$ cat config.mk
export PLATFORM = sky130hd
export DESIGN_NAME = udp_rx_cmd_ctrl
export DESIGN_NICKNAME = d
export VERILOG_FILES = /design/src/rtl/udp_rx_cmd_pkg.sv /design/src/rtl/udp_sat_cnt.sv /design/src/rtl/udp_rx_cmd_ctrl.sv
export SDC_FILE = /design/constraint.sdc
export NUM_CORES = 1
export LEC_CHECK = 0
export ABC_CLOCK_PERIOD_IN_PS = 12800
export BUFFER_PORTS_ARGS = -buffer_cell sky130_fd_sc_hd__buf_2
export CORE_UTILIZATION = 35
export CTS_CLUSTER_DIAMETER = 100
export CTS_CLUSTER_SIZE = 30
export DETAILED_ROUTE_END_ITERATION = 8
export SYNTH_ARGS = -nofsm -noshare
export SYNTH_HDL_FRONTEND = slang
export SYNTH_SLANG_ARGS = --single-unit
$ cat constraint.sdc
create_clock -name udp_rx_clk -period 12.8 [get_ports udp_rx_clk]
set_input_delay 0 -clock udp_rx_clk [delete_from_list [all_inputs] [get_ports udp_rx_clk]]
set_output_delay 0 -clock udp_rx_clk [all_outputs]
set_load 0.01 [all_outputs]
$ cat src/rtl/udp_rx_cmd_pkg.sv
// rtl/udp_rx_cmd_pkg.sv - shared types and constants for the UDP receive command controller
package udp_rx_cmd_pkg;

  typedef enum logic [1:0] {
    ST_IDLE    = 2'd0,
    ST_COLLECT = 2'd1,
    ST_DRAIN   = 2'd2
  } state_e;

  localparam logic [7:0] MAGIC_DEF     = 8'hA5;
  localparam int         FRAME_LEN_DEF = 8;

  localparam int IDX_MAGIC = 0;
  localparam int IDX_OP    = 1;
  localparam int IDX_ADDR  = 2;
  localparam int IDX_DATA0 = 3;
  localparam int IDX_CSUM  = 7;

endpackage

$ cat src/rtl/udp_sat_cnt.sv
// rtl/udp_sat_cnt.sv - saturating event counter
module udp_sat_cnt #(
  parameter int W = 16
) (
  input  logic         clk_i,
  input  logic         reset_i,
  input  logic         inc_i,
  output logic [W-1:0] cnt_o
);

  logic [W-1:0] cnt_q;

  always_ff @(posedge clk_i) begin
    if (reset_i) begin
      cnt_q <= '0;
    end else if (inc_i && (cnt_q != '1)) begin
      cnt_q <= cnt_q + 1'b1;
    end
  end

  assign cnt_o = cnt_q;

endmodule

$ cat src/rtl/udp_rx_cmd_ctrl.sv
// rtl/udp_rx_cmd_ctrl.sv - frames UDP payloads, parses the 8-byte command header, holds one command
module udp_rx_cmd_ctrl
  import udp_rx_cmd_pkg::*;
#(
  parameter logic [7:0] MAGIC     = MAGIC_DEF,
  parameter int         FRAME_LEN = FRAME_LEN_DEF,
  parameter int         CNT_W     = 16
) (
  input  logic             udp_rx_clk,
  input  logic             reset,
  input  logic             app_rx_data_valid,
  input  logic [7:0]       app_rx_data,
  input  logic [15:0]      app_rx_data_length,
  output logic             cmd_valid,
  input  logic             cmd_ready,
  output logic [7:0]       cmd_opcode,
  output logic [7:0]       cmd_addr,
  output logic [31:0]      cmd_data,
  output logic [CNT_W-1:0] frame_ok_cnt,
  output logic [CNT_W-1:0] err_cnt,
  output logic [CNT_W-1:0] drop_cnt
);

  state_e           state_q, state_d;
  logic [CNT_W-1:0] idx_q, idx_d;
  logic [15:0]      len_q, cur_len;
  logic [7:0]       hdr_q [0:IDX_CSUM-1];
  logic [7:0]       csum_q;
  logic             hdr_ok_q;
  logic             first_byte, last_byte, at_csum, hdr_chk, frame_good;
  logic             load, accept, drop, err_inc;
  logic             cmd_valid_q;
  logic [7:0]       cmd_opcode_q, cmd_addr_q;
  logic [31:0]      cmd_data_q;

  assign first_byte = (idx_q == '0);
  assign cur_len    = first_byte ? ((app_rx_data_length == 16'd0) ? 16'd1 : app_rx_data_length)
                                 : len_q;
  assign last_byte  = app_rx_data_valid && (32'(idx_q) == (32'(cur_len) - 32'd1));
  assign at_csum    = (32'(idx_q) == 32'(FRAME_LEN - 1));
  assign hdr_chk    = (hdr_q[IDX_MAGIC] == MAGIC) && (app_rx_data == csum_q);
  // Long frames decided the header at the checksum byte; the verdict is carried through DRAIN.
  assign frame_good = last_byte && ((state_q == ST_COLLECT && at_csum) ? hdr_chk
                                   : ((state_q == ST_DRAIN) && hdr_ok_q));

  assign accept  = cmd_valid_q && cmd_ready;
  assign load    = frame_good && (!cmd_valid_q || cmd_ready);
  assign drop    = frame_good && cmd_valid_q && !cmd_ready;
  assign err_inc = last_byte && !frame_good;

  always_comb begin
    state_d = state_q;
    idx_d   = idx_q;
    if (app_rx_data_valid) begin
      idx_d = last_byte ? '0 : idx_q + 1'b1;
    end
    case (state_q)
      ST_IDLE: begin
        if (app_rx_data_valid && !last_byte) state_d = ST_COLLECT;
      end
      ST_COLLECT: begin
        if (app_rx_data_valid) begin
          if (last_byte)    state_d = ST_IDLE;
          else if (at_csum) state_d = ST_DRAIN;
        end
      end
      ST_DRAIN: begin
        if (app_rx_data_valid && last_byte) state_d = ST_IDLE;
      end
      default: state_d = ST_IDLE;
    endcase
  end

  always_ff @(posedge udp_rx_clk) begin
    if (reset) begin
      state_q  <= ST_IDLE;
      idx_q    <= '0;
      len_q    <= 16'd0;
      csum_q   <= 8'd0;
      hdr_ok_q <= 1'b0;
      for (int i = 0; i < IDX_CSUM; i++) hdr_q[i] <= 8'd0;
    end else begin
      state_q <= state_d;
      idx_q   <= idx_d;
      if (app_rx_data_valid) begin
        if (first_byte) len_q <= cur_len;
        if ((state_q != ST_DRAIN) && (32'(idx_q) < 32'(IDX_CSUM))) begin
          hdr_q[idx_q[2:0]] <= app_rx_data;
          csum_q            <= first_byte ? app_rx_data : (csum_q ^ app_rx_data);
        end
        if ((state_q == ST_COLLECT) && at_csum) hdr_ok_q <= hdr_chk;
      end
    end
  end

  // A pending command is only replaced when it is being accepted in the same cycle.
  always_ff @(posedge udp_rx_clk) begin
    if (reset) begin
      cmd_valid_q  <= 1'b0;
      cmd_opcode_q <= 8'd0;
      cmd_addr_q   <= 8'd0;
      cmd_data_q   <= 32'd0;
    end else if (load) begin
      cmd_valid_q  <= 1'b1;
      cmd_opcode_q <= hdr_q[IDX_OP];
      cmd_addr_q   <= hdr_q[IDX_ADDR];
      cmd_data_q   <= {hdr_q[IDX_DATA0], hdr_q[IDX_DATA0+1], hdr_q[IDX_DATA0+2], hdr_q[IDX_DATA0+3]};
    end else if (accept) begin
      cmd_valid_q  <= 1'b0;
    end
  end

  assign cmd_valid  = cmd_valid_q;
  assign cmd_opcode = cmd_opcode_q;
  assign cmd_addr   = cmd_addr_q;
  assign cmd_data   = cmd_data_q;

  udp_sat_cnt #(.W(CNT_W)) u_ok_cnt (
    .clk_i(udp_rx_clk), .reset_i(reset), .inc_i(load), .cnt_o(frame_ok_cnt)
  );

  udp_sat_cnt #(.W(CNT_W)) u_err_cnt (
    .clk_i(udp_rx_clk), .reset_i(reset), .inc_i(err_inc), .cnt_o(err_cnt)
  );

  udp_sat_cnt #(.W(CNT_W)) u_drop_cnt (
    .clk_i(udp_rx_clk), .reset_i(reset), .inc_i(drop), .cnt_o(drop_cnt)
  );

endmodule

# After elaboration in Yosys (flattened, before gate mapping)
# Memories as Yosys holds them, arrays and structs flattened. A register that Yosys moved wholly into a read port is not among the register bits.
# Index checks and enable logic that the tools add are counted.
[totals]
word_cells = 83
mem_bits_ro = 0
latch_bits = 0
n_memories = 1
output_inout_bits = 97
in_bits = 28
mem_bits_rw = 56
regBits = 92
[memory_table]
columns = ["name", "words", "word_bits", "read_ports", "rd_clocked_by_memory_dff", "write_ports", "line_no", "rtl"]
rows = [
  ["hdr_q", 7, 8, 7, 6, 7, "udp_rx_cmd_ctrl.sv:27", "logic [7:0] hdr_q [0:IDX_CSUM-1];"],
]
[classes]
eq_ne = 14
div = 0
n_reduce_logical = 30
order_cmp = 1
shifts = 0
n_bitwise = 1
addsub = 5
multipliers = 0
mux = 22
[op_table]
columns = ["operator", "n"]
rows = [
  ["$add 16x1->16 const B", 4],
  ["$mux 16", 3],
  ["$ne 16x16->1 const B", 3],
  ["$eq 16x32->1", 1],
  ["$logic_not 16->1", 2],
  ["$sub 16x1->17 const B", 1],
  ["$eq 16x3->1 const B", 1],
  ["$logic_and 1x1->1", 16],
  ["$lt 16x3->1 const B", 1],
  ["$mux 8", 2],
  ["$mux 1", 10],
  ["$mux 2", 5],
  ["$eq 8x8->1", 1],
  ["$eq 8x8->1 const B", 1],
  ["$reduce_or 8->1", 1],
  ["$xor 8x8->8", 1],
  ["$ne 2x2->1 const B", 3],
  ["$pmux 2 s3", 1],
  ["$reduce_and 2->1", 3],
  ["$logic_not 1->1", 4],
  ["$reduce_and 4->1", 1],
  ["$mux 3", 1],
  ["$ne 3x3->1 const B", 1],
  ["$eq 2x1->1 const B", 1],
  ["5 further kinds", 5],
]

# Longest topological paths before layout
# Gate-level depths: netlist of run 1.
[logic_depth]
word_depth = 10
mapped_depth = 24
ltp_nobuf = 16

# By module
# Synthesis of run 1 repeated with hierarchy kept, for this count alone.
[hier_totals]
cells_unflattened = 1102
hier_area_um2 = 9775.6
[modules_own_cells]
columns = ["module", "instances", "seq_area_each_um2", "cells_per_inst", "area_per_inst_um2"]
rows = [
  ["udp_rx_cmd_ctrl", 1, 3443.3, 805, 7230.7],
  ["udp_sat_cnt", 3, 320.3, 99, 848.3],
]

# Worst setup path after synthesis of run 1
# OpenSTA, ideal clock, no wires.
[synth_path]
path_type = "reg2reg"
startpoint = "reg idx_q[0]"
endpoint = "reg u_ok_cnt.cnt_q[2] (netlist: u_ok_cnt.cnt_o[2])"
setup_slack_ns = 7.383
stages_incl_launch_ff = 23
required_ns = 12.730
period_less_slack_ns = 5.417
arrival_time_ns = 5.347
n_path_buf = 7
setup_time_ns = 0.070
cell_sequence = "dfxtp_1 clkbuf_1 inv_1 ha_1 nor4b_2 and4_1 buf_6 buf_12 buf_6 clkbuf_1 clkbuf_1 mux2i_1 ha_1 or3b_1 nor4_4 a211oi_1 a211oi_1 nor2_1 or4_4 or3_1 buf_2 or4_1 a21oi_1"
[synth_between]
elab_chain_cells = 8
elab_cells_between_ends = 11
[synth_lines]
columns = ["element", "line_no", "rtl"]
rows = [
  ["start, declared", "udp_rx_cmd_ctrl.sv:25", "logic [CNT_W-1:0] idx_q, idx_d;"],
  ["start signal, assigned", "udp_rx_cmd_ctrl.sv:84", "idx_q <= idx_d;"],
  ["$logic_not 16->1", "udp_rx_cmd_ctrl.sv:36", "assign first_byte = (idx_q == '0);"],
  ["$mux 16", "udp_rx_cmd_ctrl.sv:37", "assign cur_len = first_byte ? ((app_rx_data_length == 16'd0) ? 16'd1 : app_rx_data_length)"],
  ["$sub 16x1->17", "udp_rx_cmd_ctrl.sv:39", "assign last_byte = app_rx_data_valid && (32'(idx_q) == (32'(cur_len) - 32'd1));"],
  ["$eq 16x32->1", "udp_rx_cmd_ctrl.sv:39", ""],
  ["$logic_and 1x1->1", "udp_rx_cmd_ctrl.sv:39", ""],
  ["$logic_and 1x1->1 (*)", "udp_rx_cmd_ctrl.sv:43", "assign frame_good = last_byte && ((state_q == ST_COLLECT && at_csum) ? hdr_chk"],
  ["$logic_and 1x1->1 (*)", "udp_rx_cmd_ctrl.sv:47", "assign load = frame_good && (!cmd_valid_q || cmd_ready);"],
  ["$logic_and 1x1->1 (*)", "udp_sat_cnt.sv:16", "end else if (inc_i && (cnt_q != '1)) begin"],
  ["end signal, assigned", "udp_sat_cnt.sv:17", "cnt_q <= cnt_q + 1'b1;"],
  ["end, declared", "udp_sat_cnt.sv:11", "logic [W-1:0] cnt_q;"],
]
# Mark *: on every way between the ends. The rest lies on a longest branch, timed or not.
# A chain may end at the register's enable or synchronous reset.

# Worst setup path after layout of run 1
[layout_path]
startpoint = "reg idx_q[0]"
endpoint = "reg u_drop_cnt.cnt_q[1] (netlist: u_drop_cnt.cnt_o[1])"
[layout_between]
elab_chain_cells = 9
elab_cells_between_ends = 12
[layout_lines]
columns = ["element", "line_no", "rtl"]
rows = [
  ["$logic_not 16->1", "udp_rx_cmd_ctrl.sv:36", ""],
  ["$mux 16", "udp_rx_cmd_ctrl.sv:37", ""],
  ["$sub 16x1->17", "udp_rx_cmd_ctrl.sv:39", ""],
  ["$eq 16x32->1", "udp_rx_cmd_ctrl.sv:39", ""],
  ["$logic_and 1x1->1", "udp_rx_cmd_ctrl.sv:39", ""],
  ["$logic_and 1x1->1 (*)", "udp_rx_cmd_ctrl.sv:43", ""],
  ["$logic_and 1x1->1 (*) (2 in series)", "udp_rx_cmd_ctrl.sv:48", "assign drop = frame_good && cmd_valid_q && !cmd_ready;"],
  ["$logic_and 1x1->1 (*)", "udp_sat_cnt.sv:16", ""],
  ["end signal, assigned", "udp_sat_cnt.sv:17", ""],
  ["end, declared", "udp_sat_cnt.sv:11", ""],
]
# Marks and branches as above.

==> impl_results.md, run 1 <==
- Slew @ Worst Pin: 1.14 ns
- Die area: 28,200 um^2
- Crit path from: idx_q[0]
- Share of cells above drive strength 1: 15.6%
- Syn Inst Count: 1,118
- Synth Cell Area: 9650 um^2
- Total congestion overflow: 0
- Compound-gate portion of the synthesized area: 10.8%
- Post-DRT Antenna Nets: 0
- Register area share after synthesis: 45.7%
- R2r worst-path depth: 16
- Main synth FF type: dfxtp_1
- Worst rel slew slack: 22.8%
- Max Cap Violations: 0
- CTS tree: built
- Synthesized Nets: 1,152
- Antenna cell count: 0
- Crit-path cells: inv_1, ha_1, nor4b_2, and4_1, mux2i_1, ha_1, or3b_2, nor4_1, xor2_1, mux2i_1, xnor2_1, a2111oi_0, nand4_1, nor4b_2, mux2i_1, nor2_1
- Clk slew on worst S/H paths: 0.08 ns
- Final Non-Filler Cells: 1,574
- Die Wd: 168 um
- Pin count of the biggest net entering global routing: 83
- HPWL after DPL: 17,000 um
- Max IR drop VDD: 0.0653 mV
- Clock skew: 0.0145 ns
- RSZ-0062 raised after global routing: false
- First-pass DRT Iterations: 5
- TNS Setup: 0 ns
- Syn avg cell area: 8.63 um^2
- Multiplexer share of the synthesized area: 3.53%
- Initial antenna violation count: 0
- First-pass GRT wire length: 39,800 um
- Util after Layout: 41.6%
- Post-Place Cells: 1,517
- Initial drt markers: 591
- Main combinational cell family by area after synthesis: simple AND/OR/NAND/NOR gates
- Slowest CP cell: nand4_1
- Hold Crit Class: in2reg
- Layout fillers: 2,729
- Vias: 8,112
- Crit path max fanout: 21
- Root buffer cell: clkbuf_16
- Vert. Die Dim: 168 um
- Fin nets: 1,254
- Critical path class: reg2reg
- FP Rows: 60
- Crit. End Element: flip-flop
- Most frequent cells in the layout: nand2_1 (193), dfxtp_1 (148), nor2_1 (126)
- Hold Crit Depth: 5
- Post-synth ARST share: 0%
- Most common cell after layout, fill and taps aside: nand2_1
- Pwr/cell area: 119 nW/um^2
- Yosys cell types: 75
- Via-to-Cell Ratio: 5.15
- Leakage Power: 4.36 nW
- # resized after CTS: 0
- Yosys Warn Count: 0
- Post-Synth Adder-Cell Area: 0.778%
- Fmax achieved: 167 MHz
- XOR/XNOR Fraction of Synth Area: 6.36%
- Synthesis-to-finish area growth: 16.6%
- Post-synth EDFFs: 48
- Arrival @ worst endpoint: 6.28 ns
- Drt wl/cell: 15.5 um
- Final setup viols: 0
- Final critical-path share of the clock period: 46.7%
- Clock Latency Late Sink: 0.44 ns
- CTS Hold Bufs: 25
- Routed WL: 24,400 um
- Fin. Hold Viols: 0
- H-tree level count: 4
- Maximum clock insertion buffer count: 2
- Worst Setup Start Kind: flip-flop
- Setup WS post-layout: 6.82 ns
- Starting density of the core: 35.7%
- CP most frequent cell: mux2i_1
- TritonCTS buffer count: 17
- Post-CTS Setup Bufs: 0
- Hold Crit Start: app_rx_data_length[0]
- Io pins: 125
- FF-to-FF End: u_drop_cnt.cnt_o[1]
- Gr usage total: 17.5%
- Vias in the first global route: 7,542
- Crit Reg-Reg Startpoint: idx_q[0]
- Clock sink count: 196
- Status: finished clean
- Max-slew violations: 0
- Area share of and/or/nand/nor cells after synthesis: 28.7%
- Reg-to-reg slack, setup: 6.82 ns
- FF+latch count, synth: 196
- Crit path time final: 5.98 ns
- Pre-CTS WS: 6.81 ns
- WHS Endpoint: len_q[0]
- Remaining DRCs: 0
- Final GP Congestion: 0.857
- Area of the core: 27,000 um^2
- CP peak stage delay: 0.92 ns
- # port buffers: 124
- Power Total: 0.00133 W
- Required time worst endpoint: 13.10 ns
[metal layers]
metal	global-route usage, %	vias to the layer above	share of wire, %
met2	28.3	184	46
met4	4.55	0	1.1
met5	0	-	0
li1	-	4097	-
met1	24.0	3813	49
met3	2.87	18	3.6
[layout make-up]
class	count	area [um^2]	share of cell area [%]
Multi-Input combinational cell	835	4840	43.1
Clock buffer	17	425	3.78
Clock inverter	15	183	1.62
Sequential cell	196	4400	39.2
Tap cell	341	427	3.79
Timing Repair Buffer	152	896	7.97
Inverter	18	67.6	0.601
[stage by stage]
| stage | instance area (um^2) | hold slack [ns] |
|---|---|---|
| 6_report | 11200 | 0.0667 |
| 3_3_place_gp | 10400 | 0.284 |
| 5_1_grt | 11200 | 0.133 |
| 4_1_cts | 11200 | 0.0585 |
| 3_5_place_dp | 10400 | 0.287 |
| 2_1_floorplan | 9650 | 0.140 |
[cell usage after synthesis (7+ instances only)]
library cell	number	share of area, %
inv_1	18	0.70
xor2_1	17	1.5
o21ai_0	30	1.6
nor2_1	126	4.9
or2_2	7	0.45
nor2b_1	12	0.78
buf_2	11	0.57
nor3_1	22	1.1
and2_1	19	1.2
nand4_1	16	1.0
a21oi_1	89	4.6
dfxtp_1	148	31
nand2b_1	10	0.65
or4_1	7	0.54
or3_1	16	1.0
edfxtp_1	48	15
nand3_1	43	2.2
nand2_1	193	7.5
mux2i_1	25	2.6
nor4_1	23	1.5
xnor2_1	53	4.8
and3_1	25	1.6
clkbuf_1	48	1.9
[report_power, final]
group	leakage [nW]	switching, W	internal [W]
Combinational	2.37	0.0000819	0.0000504
Clock	0.296	0.000274	0.000266
Sequential	1.70	0.0000124	0.000648
[worst max-delay path: cells and delay by family, from the launching register on]
family	cells	cell delay, ns
AOI/OAI and AO/OA	1	0.66
buffers and inverters	1	0.16
adders and majority gates	2	0.53
DFF	1	0.41
xor gates and xnor gates	2	0.34
muxes	3	0.69
and+or+nand+nor	7	3.05
[flip-flops by register name (all words and copies together) (netlist names)]
register,count
len_q,16
idx_q,16
u_err_cnt.cnt_o,16
cmd_opcode,8
csum_q,8
cmd_addr,8
hdr_q,56
cmd_valid,1
state_q,2
cmd_data,32
u_drop_cnt.cnt_o,16
u_ok_cnt.cnt_o,16
hdr_ok_q,1
[kinds of logic (layout without fill, tap and decap cells)]
kind of cell,Yosys count,after routing
simple gates,554,554
flops,196,196
compound gates,172,172
buf+inv,87,202
xor+xnor,70,70
mux,33,33
fa+ha+maj,6,6
[worst max-delay path by stage]
stage,cells past startpoint,end
global route,16,u_drop_cnt.cnt_o[1]
floorplan,22,u_ok_cnt.cnt_o[2]
global placement,16,u_drop_cnt.cnt_o[1]
finish,16,u_drop_cnt.cnt_o[1]
detailed placement,16,u_drop_cnt.cnt_o[1]
CTS,16,u_drop_cnt.cnt_o[1]
Note: power is estimated with default switching activity, not from simulation.
==> run 2: changes to the inputs <==
--- a/config.mk
+++ b/config.mk
@@ -5,7 +5,7 @@
 export SDC_FILE = /design/constraint.sdc
 export NUM_CORES = 1
 export LEC_CHECK = 0
-export ABC_CLOCK_PERIOD_IN_PS = 12800
+export ABC_CLOCK_PERIOD_IN_PS = 6100
 export BUFFER_PORTS_ARGS = -buffer_cell sky130_fd_sc_hd__buf_2
 export CORE_UTILIZATION = 35
 export CTS_CLUSTER_DIAMETER = 100
==> constraint.sdc (replaced) <==
create_clock -name udp_rx_clk -period 6.1 [get_ports udp_rx_clk]
set_input_delay 0 -clock udp_rx_clk [delete_from_list [all_inputs] [get_ports udp_rx_clk]]
set_output_delay 0 -clock udp_rx_clk [all_outputs]
set_load 0.01 [all_outputs]
==> run 2 against run 1 <==
  * Clock-buffer cell count is the same
  * Register-to-register slack got worse by 6.4 ns
  * Non-clock buffer count rose by 4
  * Hold slack got worse by 0.040 ns
  * Flip-flop and latch count stayed put
  * Clock power grew 110%
  * Setup slack worse by 6.4 ns
  * Sequential power grew 110%
  * Maximum frequency is 6.0% higher
  * Combinational power rose by 110%
  * Die area unchanged
  * Clock skew rose by 0.0019 ns
  * Largest cell class unchanged
==> impl_results.md, run 2 (synthesis gave the netlist of run 1 again) <==
- Critical path class: reg2reg
- Hold Crit Depth: 3
- WHS Endpoint: idx_q[0]
- TNS Setup: 0 ns
- Clk slew on worst S/H paths: 0.08 ns
- HPWL after DPL: 17,000 um
- Post-DRT Antenna Nets: 0
- Clock skew: 0.0164 ns
- Post-Place Cells: 1,522
- Starting density of the core: 35.7%
- Clock sink count: 196
- TritonCTS buffer count: 17
- Vert. Die Dim: 168 um
- Clk pwr share: 40.9%
- Final setup viols: 0
- R2r worst-path depth: 18
- Power Internal: 0.00203 W
- Drt wl/cell: 15.2 um
- Net Sw Power: 0.000783 W
- Initial antenna violation count: 0
- Leakage Power: 4.38 nW
- Share of cells above drive strength 1: 15.9%
- Die Wd: 168 um
- Die area: 28,200 um^2
- Pre-CTS WS: 0.501 ns
- FF-to-FF End: u_ok_cnt.cnt_o[15]
- FP Rows: 60
- Crit. End Element: flip-flop
- Final critical-path share of the clock period: 92.5%
- CTS tree: built
- Antenna cell count: 0
- Hold Crit Class: in2reg
- Fin nets: 1,258
- Max Cap Violations: 0
- Max IR drop VDD: 0.188 mV
- Most common cell after layout, fill and taps aside: nand2_1
- Remaining DRCs: 0
- Total congestion overflow: 0
- Worst rel slew slack: 25.2%
- Clock Latency Late Sink: 0.45 ns
- Required time worst endpoint: 6.40 ns
- Worst Setup Start Kind: flip-flop
- Vias in the first global route: 7,597
- Final Non-Filler Cells: 1,578
- Initial drt markers: 561
- Most frequent cells in the layout: nand2_1 (193), dfxtp_1 (148), nor2_1 (126)
- Area of the core: 27,000 um^2
- Hold Crit Start: app_rx_data_valid
- # port buffers: 124
- Crit path max fanout: 50
- Gr usage total: 17.6%
- First-pass DRT Iterations: 5
- # resized after CTS: 0
- Routed WL: 24,000 um
- Vias: 8,120
- Slew @ Worst Pin: 1.10 ns
- Pin count of the biggest net entering global routing: 94
- Io pins: 125
- Status: finished clean
- Post-CTS Setup Bufs: 0
- Layout fillers: 2,726
- Fin. Hold Viols: 0
- Synthesis-to-finish area growth: 17.0%
- CTS Hold Bufs: 24
- Pwr/cell area: 249 nW/um^2
- Proportion of power drawn by combinational gates: 9.9%
- Setup WS post-layout: 0.459 ns
- Reg-to-reg slack, setup: 0.46 ns
- Crit Reg-Reg Startpoint: idx_q[0]
- Max-slew violations: 0
- Fmax achieved: 177 MHz
- Sw Ratio: 27.8%
- Maximum clock insertion buffer count: 2
- Arrival @ worst endpoint: 5.94 ns
- Top reg by flops: hdr_q
- Crit path time final: 5.64 ns
- Root buffer cell: clkbuf_16
- H-tree level count: 4
- First-pass GRT wire length: 39,900 um
- RSZ-0062 raised after global routing: false
- Max FFs per register: 56
- Via-to-Cell Ratio: 5.15
- Final GP Congestion: 0.854
- Sequential Power Share: 49.2%
-- run 2: stage by stage --
| step | instance area (um^2) | util [%] | power, W | hold slack [ns] |
|---|---|---|---|---|
| 2_1_floorplan | 9650 | - | 0.00161 | 0.140 |
| 3_3_place_gp | 10400 | 38.6 | 0.00168 | 0.287 |
| 3_5_place_dp | 10400 | 38.6 | 0.00168 | 0.295 |
| 4_1_cts | 11300 | 41.8 | 0.00284 | 0.00509 |
| 5_1_grt | 11300 | 41.8 | 0.00293 | 0.0400 |
| 6_report | 11300 | 41.8 | 0.00281 | 0.0269 |
-- run 2: worst max-delay path, cell delays in order (launching register included) --
cell       delay, ns
dfxtp_1         0.41
inv_1           0.16
ha_1            0.16
nor4b_2         0.32
and4_1          0.31
buf_4           0.21
mux2i_1         0.23
ha_1            0.37
or3b_2          0.47
nor4_1          0.23
xor2_1          0.19
mux2i_1         0.11
xnor2_1         0.16
a2111oi_0       0.77
nand4_1         0.48
buf_4           0.43
nor3b_1         0.29
xnor2_1         0.15
nor2_1          0.05
-- run 2: how the worst max path moves through the flow --
stage / to / startpoint / depth (start not counted) / slack, ns
finish: u_ok_cnt.cnt_o[15] / idx_q[0] / 18 / 0.46
global route: u_ok_cnt.cnt_o[14] / idx_q[0] / 18 / 0.09
CTS: u_ok_cnt.cnt_o[15] / idx_q[0] / 18 / 0.49
detailed placement: u_ok_cnt.cnt_o[15] / idx_q[0] / 18 / 0.50
global placement: u_ok_cnt.cnt_o[15] / idx_q[0] / 18 / 0.69
floorplan: u_ok_cnt.cnt_o[2] / idx_q[0] / 22 / 0.68
-- run 2: power by group through the flow --
stage               clock, W  combinational (W)  sequential (W)
finish               0.00115           0.000279         0.00139
CTS                  0.00118           0.000278         0.00138
global placement           0           0.000265         0.00141
detailed placement         0           0.000265         0.00142
global route         0.00123           0.000308         0.00139
floorplan                  0           0.000205         0.00140
-- run 2: cell type report --
type / count / area [um^2] / share of cell area, %
multi-input cells: 835 / 4840 / 42.9
flip-flops and latches: 196 / 4400 / 39.0
repair buffers: 156 / 923 / 8.18
well taps: 341 / 427 / 3.78
clock buffers: 17 / 425 / 3.77
clock inverters: 15 / 199 / 1.76
inverters: 18 / 67.6 / 0.599
-- run 2: routing by layer --
metal	up-vias	GRT usage, %	wire (um)
li1	4113	-	-
met5	-	0	0
met1	3794	24.1	11900
met3	17	3.13	929
met2	196	28.6	11000
met4	0	4.51	278
==> run 3: changes to the inputs <==
--- a/config.mk
+++ b/config.mk
@@ -5,12 +5,13 @@
 export SDC_FILE = /design/constraint.sdc
 export NUM_CORES = 1
 export LEC_CHECK = 0
-export ABC_CLOCK_PERIOD_IN_PS = 6100
+export ABC_CLOCK_PERIOD_IN_PS = 7100
 export BUFFER_PORTS_ARGS = -buffer_cell sky130_fd_sc_hd__buf_2
 export CORE_UTILIZATION = 35
 export CTS_CLUSTER_DIAMETER = 100
 export CTS_CLUSTER_SIZE = 30
 export DETAILED_ROUTE_END_ITERATION = 8
+export GPL_ROUTABILITY_DRIVEN = 0
 export SYNTH_ARGS = -nofsm -noshare
 export SYNTH_HDL_FRONTEND = slang
 export SYNTH_SLANG_ARGS = --single-unit
==> constraint.sdc (replaced) <==
create_clock -name udp_rx_clk -period 7.1 [get_ports udp_rx_clk]
set_input_delay 0 -clock udp_rx_clk [delete_from_list [all_inputs] [get_ports udp_rx_clk]]
set_output_delay 0 -clock udp_rx_clk [all_outputs]
set_load 0.01 [all_outputs]
==> run 3 against run 2 <==
  * First-iteration DRC count grew 20%
  * Setup slack gained 0.99 ns
  * Largest power group unchanged
  * Critical endpoint is now cmd_data[3]
  * Cell area is 0.80% higher
  * Critical path type unchanged
  * Wire length up 0.34%
==> impl_results.md, run 3 (synthesis gave the netlist of run 1 again) <==
- Clock sink count: 196
- Initial antenna violation count: 0
- Crit path max fanout: 44
- Via-to-Cell Ratio: 5.15
- Post-DRT Antenna Nets: 0
- Top reg by flops: hdr_q
- Die area: 28,200 um^2
- Final critical-path share of the clock period: 79.5%
- Gr usage total: 17.5%
- Max Cap Violations: 0
- Vias in the first global route: 7,626
- Final Hold Slack: 0.0445 ns
- Sequential Power Share: 48.6%
- HPWL after DPL: 16,900 um
- Max-slew violations: 0
- TritonCTS buffer count: 17
- CTS tree: built
- Hold Crit Class: in2reg
- Fin. Hold Viols: 0
- Worst rel slew slack: 20.3%
- Pwr/cell area: 215 nW/um^2
- Clk pwr share: 41.4%
- # port buffers: 124
- Starting density of the core: 35.7%
- Required time worst endpoint: 7.47 ns
- Most frequent cells in the layout: nand2_1 (193), dfxtp_1 (148), nor2_1 (126)
- Drt wl/cell: 15.2 um
- H-tree level count: 4
- Synthesis-to-finish area growth: 18.0%
- Fin nets: 1,266
- Arrival @ worst endpoint: 6.01 ns
- Clk slew on worst S/H paths: 0.08 ns
- FP Rows: 60
- Leakage Power: 4.44 nW
- First-pass DRT Iterations: 5
- Most common cell after layout, fill and taps aside: nand2_1
- Maximum clock insertion buffer count: 2
- Fmax achieved: 177 MHz
- Share of cells above drive strength 1: 15.7%
- Setup WS post-layout: 1.45 ns
- Initial drt markers: 676
- Crit. End Element: flip-flop
- Root buffer cell: clkbuf_16
- Proportion of power drawn by combinational gates: 10.0%
- Post-CTS Setup Bufs: 0
- Crit path time final: 5.65 ns
- Status: finished clean
- Worst Setup Start Kind: flip-flop
- Max IR drop VDD: 0.150 mV
- Max FFs per register: 56
- Pin count of the biggest net entering global routing: 58
- Slew @ Worst Pin: 1.18 ns
- Die Wd: 168 um
- Final setup viols: 0
- RSZ-0062 raised after global routing: false
- Pre-CTS WS: 1.40 ns
- Remaining DRCs: 0
- Sw Ratio: 27.3%
- Util after Layout: 42.1%
- First-pass GRT wire length: 39,700 um
- Critical path class: reg2reg
- Vias: 8,173
- Clock Latency Late Sink: 0.44 ns
- Net Sw Power: 0.000669 W
- Clock skew: 0.0156 ns
- TNS Setup: 0 ns
- Total congestion overflow: 0
- Io pins: 125
- Routed WL: 24,100 um
- Area of the core: 27,000 um^2
- Antenna cell count: 0
- Vert. Die Dim: 168 um
- Power Internal: 0.00178 W
-- run 3: path summary, 6_finish.rpt --
kind	start	to	slack [ns]	cells past startpoint
max reg2reg	idx_q[0]	cmd_data[3]	1.45	17
min	app_rx_data_length[0]	len_q[0]	0.04	5
min reg2reg	cmd_data[24]	cmd_data[24]	0.45	2
max	idx_q[0]	cmd_data[3]	1.45	17
-- run 3: timing repair --
action | CTS | global route
hold buffers | 33 | 0
endpoints found under the hold margin | 48 | 0
gates resized for setup | 0 | 0
-- run 3: worst max-delay path, cell delays in order (launching register included) --
cell,delay [ns]
dfxtp_1,0.40
inv_1,0.16
ha_1,0.16
nor4b_2,0.31
and4_1,0.51
mux2i_1,0.35
ha_1,0.36
or3b_1,0.47
nor4_4,0.27
xnor2_1,0.09
a211oi_1,0.31
nor2_1,0.09
or4_4,0.55
nor4b_4,0.26
and3_2,0.76
buf_4,0.28
nand2_1,0.06
a21oi_1,0.13
-- run 3: stage by stage --
step | instance area [um^2] | power (W) | std cells
2_1_floorplan | 9650 | 0.00138 | 1118
3_3_place_gp | 10400 | 0.00144 | 1521
3_5_place_dp | 10400 | 0.00144 | 1521
4_1_cts | 11400 | 0.00247 | 1586
5_1_grt | 11400 | 0.00254 | 1586
6_report | 11400 | 0.00245 | 1586
-- run 3: layer usage --
metal,vias to the layer above,routed length [um],track usage [%]
met2,207,11100,28.3
met1,3819,11600,23.8
met5,-,0,0
li1,4128,-,-
met4,0,335,5.62
met3,19,1080,2.87
-- run 3: power groups by stage --
stage / Sequential (W) / Combinational, W / Clock, W
2_1_floorplan: 0.00121 / 0.000176 / 0
3_3_place_gp: 0.00121 / 0.000226 / 0
3_5_place_dp: 0.00122 / 0.000228 / 0
4_1_cts: 0.00119 / 0.000244 / 0.00104
5_1_grt: 0.00119 / 0.000271 / 0.00107
6_report: 0.00119 / 0.000245 / 0.00102
-- run 3: final cells by class --
cell class	count	area (um^2)
fill	2667	15600
sequential	196	4400
clock inverter	15	206
inverter	18	67.6
multi-input combinational	835	4840
tap	341	427
clock buffer	17	425
timing repair buffer	164	1010
